<file path="config.mk">
export PLATFORM = sky130hd
export DESIGN_NAME = cla_multiword_add_ctrl
export DESIGN_NICKNAME = d
export VERILOG_FILES = /design/src/rtl/cla_multiword_add_ctrl_pkg.sv /design/src/rtl/carry_lookahead_adder.sv /design/src/rtl/cla_multiword_add_ctrl.sv
export SDC_FILE = /design/constraint.sdc
export NUM_CORES = 1
export LEC_CHECK = 0
export BUFFER_PORTS_ARGS = -buffer_cell sky130_fd_sc_hd__buf_2
export CORE_MARGIN = 2
export CORE_UTILIZATION = 45
export DETAILED_ROUTE_END_ITERATION = 10
export HOLD_SLACK_MARGIN = 0.15
export PLACE_DENSITY = 0.68
export SETUP_SLACK_MARGIN = 0.15
export SLEW_MARGIN = 20
export SYNTH_ARGS = -nofsm -noshare
export SYNTH_HDL_FRONTEND = slang
export SYNTH_SLANG_ARGS = --single-unit
</file>
<file path="constraint.sdc">
create_clock -name i_clk -period 8.25 [get_ports i_clk]
set_clock_uncertainty 0.2 [all_clocks]
set_input_delay 1.65 -clock i_clk [delete_from_list [all_inputs] [get_ports i_clk]]
set_output_delay 1.65 -clock i_clk [all_outputs]
set_load 0.05 [all_outputs]
</file>
<file path="src/rtl/cla_multiword_add_ctrl_pkg.sv">
// Shared definitions for the sequencers built around the chunked carry-lookahead adder.
package cla_multiword_add_ctrl_pkg;

  // Sequencer state encoding, reused by sibling sequencer blocks
  localparam int unsigned SEQ_STATE_W = 2;

  typedef enum logic [SEQ_STATE_W-1:0] {
    ST_IDLE = 2'd0,
    ST_CALC = 2'd1,
    ST_DONE = 2'd2
  } seq_state_e;

  // Width of a counter that walks 0..n-1; never narrower than one bit
  function automatic int unsigned cnt_width(input int unsigned n);
    return (n > 1) ? $clog2(n) : 1;
  endfunction

endpackage

</file>
<file path="src/rtl/carry_lookahead_adder.sv">
// BIT-wide adder with a parallel-prefix (Kogge-Stone) carry network.
module carry_lookahead_adder #(
  parameter int BIT = 32
) (
  input  logic [BIT-1:0] i_a,
  input  logic [BIT-1:0] i_b,
  input  logic           i_carry,
  output logic [BIT-1:0] o_sum,
  output logic           o_carry
);

  // Enough prefix levels that every bit's group spans down to bit 0
  localparam int LVL = (BIT > 1) ? $clog2(BIT) : 1;

  logic [LVL:0][BIT-1:0] g;
  logic [LVL:0][BIT-1:0] p;
  logic [BIT:0]          c;

  assign g[0] = i_a & i_b;
  assign p[0] = i_a ^ i_b;

  // Each level merges a group with the one 2^l bits below it
  for (genvar l = 0; l < LVL; l++) begin : g_lvl
    for (genvar i = 0; i < BIT; i++) begin : g_bit
      if (i >= (1 << l)) begin : g_merge
        assign g[l+1][i] = g[l][i] | (p[l][i] & g[l][i-(1<<l)]);
        assign p[l+1][i] = p[l][i] & p[l][i-(1<<l)];
      end else begin : g_pass
        assign g[l+1][i] = g[l][i];
        assign p[l+1][i] = p[l][i];
      end
    end
  end

  // After the last level g/p cover bits [i:0], so the carry-in folds in directly
  assign c[0] = i_carry;
  for (genvar i = 0; i < BIT; i++) begin : g_carry
    assign c[i+1] = g[LVL][i] | (p[LVL][i] & i_carry);
  end

  assign o_sum   = p[0] ^ c[BIT-1:0];
  assign o_carry = c[BIT];

endmodule

</file>
<file path="src/rtl/cla_multiword_add_ctrl.sv">
// Wide (WORDS*BIT) adder that reuses one BIT-wide carry-lookahead adder over WORDS
// cycles, chaining the carry between chunks, behind valid/ready on both sides.
module cla_multiword_add_ctrl
  import cla_multiword_add_ctrl_pkg::*;
#(
  parameter int BIT   = 32,
  parameter int WORDS = 4
) (
  input  logic                 i_clk,
  input  logic                 i_rstn,
  input  logic                 i_valid,
  output logic                 o_ready,
  input  logic [BIT*WORDS-1:0] i_data_a,
  input  logic [BIT*WORDS-1:0] i_data_b,
  input  logic                 i_carry,
  output logic                 o_valid,
  input  logic                 i_ready,
  output logic [BIT*WORDS-1:0] o_data_s,
  output logic                 o_carry,
  output logic                 o_busy
);

  localparam int unsigned CW = cnt_width(WORDS);
  localparam logic [CW-1:0] LAST = CW'(WORDS - 1);

  seq_state_e                  state_q, state_d;
  logic [CW-1:0]               cnt_q, cnt_d;
  logic [WORDS-1:0][BIT-1:0]   a_q, a_d;
  logic [WORDS-1:0][BIT-1:0]   b_q, b_d;
  logic [WORDS-1:0][BIT-1:0]   s_q, s_d;
  logic                        carry_q, carry_d;
  logic                        cout_q, cout_d;

  logic [BIT-1:0]              add_a, add_b, add_s;
  logic                        add_co;

  // Chunk mux: pick the operand slice addressed by the counter
  always_comb begin
    add_a = '0;
    add_b = '0;
    for (int k = 0; k < WORDS; k++) begin
      if (cnt_q == CW'(k)) begin
        add_a = a_q[k];
        add_b = b_q[k];
      end
    end
  end

  carry_lookahead_adder #(.BIT(BIT)) u_carry_lookahead_adder (
    .i_a     (add_a),
    .i_b     (add_b),
    .i_carry (carry_q),
    .o_sum   (add_s),
    .o_carry (add_co)
  );

  // Next-state and datapath update; registers hold unless the state says otherwise
  always_comb begin
    state_d = state_q;
    cnt_d   = cnt_q;
    a_d     = a_q;
    b_d     = b_q;
    s_d     = s_q;
    carry_d = carry_q;
    cout_d  = cout_q;
    case (state_q)
      ST_IDLE: begin
        if (i_valid) begin
          a_d     = i_data_a;
          b_d     = i_data_b;
          carry_d = i_carry;
          cnt_d   = '0;
          state_d = ST_CALC;
        end
      end
      ST_CALC: begin
        for (int k = 0; k < WORDS; k++) begin
          if (cnt_q == CW'(k)) s_d[k] = add_s;
        end
        carry_d = add_co;
        if (cnt_q == LAST) begin
          cout_d  = add_co;
          cnt_d   = '0;
          state_d = ST_DONE;
        end else begin
          cnt_d = cnt_q + 1'b1;
        end
      end
      ST_DONE: begin
        if (i_ready) state_d = ST_IDLE;
      end
      default: state_d = ST_IDLE;
    endcase
  end

  // State and datapath registers; reset discards any in-flight operation
  always_ff @(posedge i_clk or negedge i_rstn) begin
    if (!i_rstn) begin
      state_q <= ST_IDLE;
      cnt_q   <= '0;
      a_q     <= '0;
      b_q     <= '0;
      s_q     <= '0;
      carry_q <= 1'b0;
      cout_q  <= 1'b0;
    end else begin
      state_q <= state_d;
      cnt_q   <= cnt_d;
      a_q     <= a_d;
      b_q     <= b_d;
      s_q     <= s_d;
      carry_q <= carry_d;
      cout_q  <= cout_d;
    end
  end

  // Handshake outputs are pure state decodes, so i_ready never reaches o_ready combinationally
  assign o_ready  = (state_q == ST_IDLE);
  assign o_valid  = (state_q == ST_DONE);
  assign o_busy   = (state_q != ST_IDLE);
  assign o_data_s = s_q;
  assign o_carry  = cout_q;

endmodule

</file>
==> metrics.cfg <==
[final_layout]
fillCellCount = 3635
drive_gt1_share_pct = 36.2
layout.cells.non_filler = 2627
layout_common_cells = buf_2 (391), dfrtp_1 (390), mux2_2 (257), nand2_1 (212), o21ai_0 (196)
fin_util_pct = 54.4
num-nets-final = 2349
mostFrequentLayoutCell = buf_2
syn_to_final_growth_pct = 19.8

[synth]
syn_area_um2 = 18500
synth_ff_type = dfrtp_1
synth_edf_count = 0
synthArstFlopShare_pct = 100
syn_area_per_cell_um2 = 10.7
netlist_instances = 1720
ys_ff_latch = 390
synth_cell_type_count = 65
yosysSeqAreaShare_pct = 52.8
synth_warnings = 0
syn-num-nets = 2018

[worst_setup_path]
worstPathArrival_ns = 5.72
cp.required_ns = 8.49
cp-end-kind = flop
start_kind = flop
crit_type = flop to flop
cp_max_fo = 68

[floorplanning]
fp.dieArea_um2 = 42700
ios = 393
die_y_um = 207
start_util_pct = 45.5
die_w_um = 207
core.rowCount = 74
core_area_um2 = 40600

[global_route]
antenna_found_initial = 23
grt-ovfl-total = 0
grt.total_usage_pct = 25.4
grt_max_degree = 193
grt_pass1_vias = 14400
grt_pass1_wl_mm = 82.7

[clocking]
cts_hold_buf = 0
ctsResizeCount = 0
cts.clk_slew.worst_paths_ns = 0.06
clk_latency_ns = 0.57
cts_setup_buffers = 0
cts_root_buffer = clkbuf_16
clock_path_buffers = 3
numCtsBuffers = 42
cts_tree = done
clock_sinks = 390
cts_htree_levels = 2

[placement]
gp_congestion = 0.883
post-place-ws_ns = 2.91
place_hpwl_mm = 39.2
io_buffers = 392
dp_cells = 2539

[timing]
relSlewSlack_pct = 24.7
setup-violations-final = 0
fin_setup_tns_ns = 0
fmax_mhz = 183
max_slew.worst_pin.slew_ns = 1.13
hold_viol_final = 0
slew_viol_final = 0
fin_crit_ns = 5.48
rsz0062_at_grt = false
final.setup.worst_slack_ns = 2.77
fin_crit_sh_pct = 66.4

[routing]
drt_iter0_drc = 1266
drt-pass1-iter-count = 5
top_layer_used = met5
wl_per_cell_um = 20.7
vias = 14700
vias_per_cell = 5.58
wl_met2_mm = 24.4
drcViolationCount = 0
wirelength_mm = 54.3
wl_met1_mm = 24.3
antenna_left = 0
met3WireLength_mm = 4.11

[run]
maxCapViolations = 0

[outcome]
outcome = finished, final reports clean

[hold_path]
holdCritPathClass = flop to flop

-- per-layer routing --
layer	vias up	track usage, %
li1	6859	-
met1	7174	36.0
met2	513	37.9
met3	100	6.23
met4	18	8.83
met5	-	0
-- state kept, by name, indices dropped and copies added (netlist names) --
| register | count |
|---|---|
| carry_q | 1 |
| state_q | 2 |
| a_q | 128 |
| cnt_q | 2 |
| o_data_s | 128 |
| o_carry | 1 |
| b_q | 128 |
-- synth_stat cells, types with 2 or more instances --
| library cell | number | area [um^2] |
|---|---|---|
| nor2b_1 | 3 | 18.8 |
| and2_1 | 8 | 50.1 |
| nor3_1 | 18 | 90.1 |
| o31ai_1 | 12 | 90.1 |
| dfrtp_1 | 390 | 9760 |
| and3_1 | 4 | 25.0 |
| nand2b_1 | 3 | 18.8 |
| o211ai_1 | 5 | 37.5 |
| nand2_1 | 216 | 811 |
| nor4_1 | 2 | 12.5 |
| xnor2_1 | 13 | 114 |
| clkbuf_1 | 88 | 330 |
| nand3_1 | 25 | 125 |
| buf_1 | 6 | 22.5 |
| xor2_1 | 9 | 78.8 |
| a21o_1 | 9 | 67.6 |
| a211oi_2 | 3 | 37.5 |
| o21bai_1 | 3 | 22.5 |
| nor2_1 | 94 | 353 |
| a21boi_0 | 2 | 15.0 |
| a22oi_1 | 64 | 480 |
| or4_1 | 12 | 90.1 |
| o21ai_0 | 196 | 981 |
| o21a_1 | 4 | 30.0 |
| o311ai_0 | 8 | 70.1 |
| nand4_1 | 21 | 131 |
| buf_2 | 15 | 75.1 |
| mux2_2 | 257 | 2890 |
| a31oi_1 | 2 | 12.5 |
| inv_1 | 17 | 63.8 |
| ha_1 | 36 | 450 |
| a21oi_1 | 122 | 611 |
| o21ai_1 | 5 | 25.0 |
| nor3b_1 | 2 | 15.0 |
| a2111oi_0 | 3 | 26.3 |
| a31oi_2 | 2 | 25.0 |
| clkbuf_8 | 6 | 82.6 |
| a211oi_1 | 3 | 22.5 |
| a221oi_1 | 4 | 35.0 |
| a22o_1 | 3 | 26.3 |
-- logic make-up after synthesis --
family	share of synthesized area, %
AO/OA/AOI/OAI	14.9
XOR/XNOR	1.04
adder cells (fa/ha/maj)	2.55
buffers and inverters	3.25
flip-flops	52.8
multiplexers	15.7
AND/OR/NAND/NOR	9.75
-- worst paths after layout --
check,cells past startpoint,slack [ns],endpoint,from
worst max-delay path,17,2.77,carry_q$_DFFE_PN0P_,cnt_q[1]$_DFFE_PN0P_
worst min register to register,2,0.27,o_data_s[116]$_DFFE_PN0P_,o_data_s[116]$_DFFE_PN0P_
max in group asynchronous,2,5.59,o_data_s[37]$_DFFE_PN0P_,i_rstn
min in group asynchronous,1,0.88,b_q[30]$_DFFE_PN0P_,i_rstn
worst min-delay path,2,0.27,o_data_s[116]$_DFFE_PN0P_,o_data_s[116]$_DFFE_PN0P_
worst max register to register,17,2.77,carry_q$_DFFE_PN0P_,cnt_q[1]$_DFFE_PN0P_
-- worst max-delay path, cell delays in order (launching register included) --
cell and delay [ns]:
dfrtp_1 0.45, inv_1 0.13, ha_2 0.16, buf_4 0.64, nor2b_4 0.06, buf_4 0.35
a22oi_1 0.24, nor2_1 0.07, a21oi_1 0.34, o21ai_0 0.14, ha_1 0.43, a21oi_1 0.29
o21bai_1 0.10, a21oi_1 0.84, o21ai_0 0.19, o32ai_1 0.16, a211oi_1 0.11, a221o_1 0.36
-- per-stage QoR --
step                hold slack (ns)  cell area, um^2
floorplan                     0.263            18500
global placement              0.256            20800
detailed placement            0.263            20800
CTS                           0.278            22100
global route                  0.303            22100
finish                        0.273            22100
-- cell type report --
cell class	count	area (um^2)	area share [%]
flip-flops and latches	390	9760	44.1
inverters	17	63.8	0.288
clock buffers	54	1180	5.32
well taps	532	666	3.01
repair buffers	404	2100	9.49
multi-input cells	1196	8170	36.9
diodes	15	37.5	0.170
clock inverters	19	156	0.707
Power is left out: the tool's default activity adds up to more than one toggle a clock period on the data nets, which glitch-free logic cannot reach.
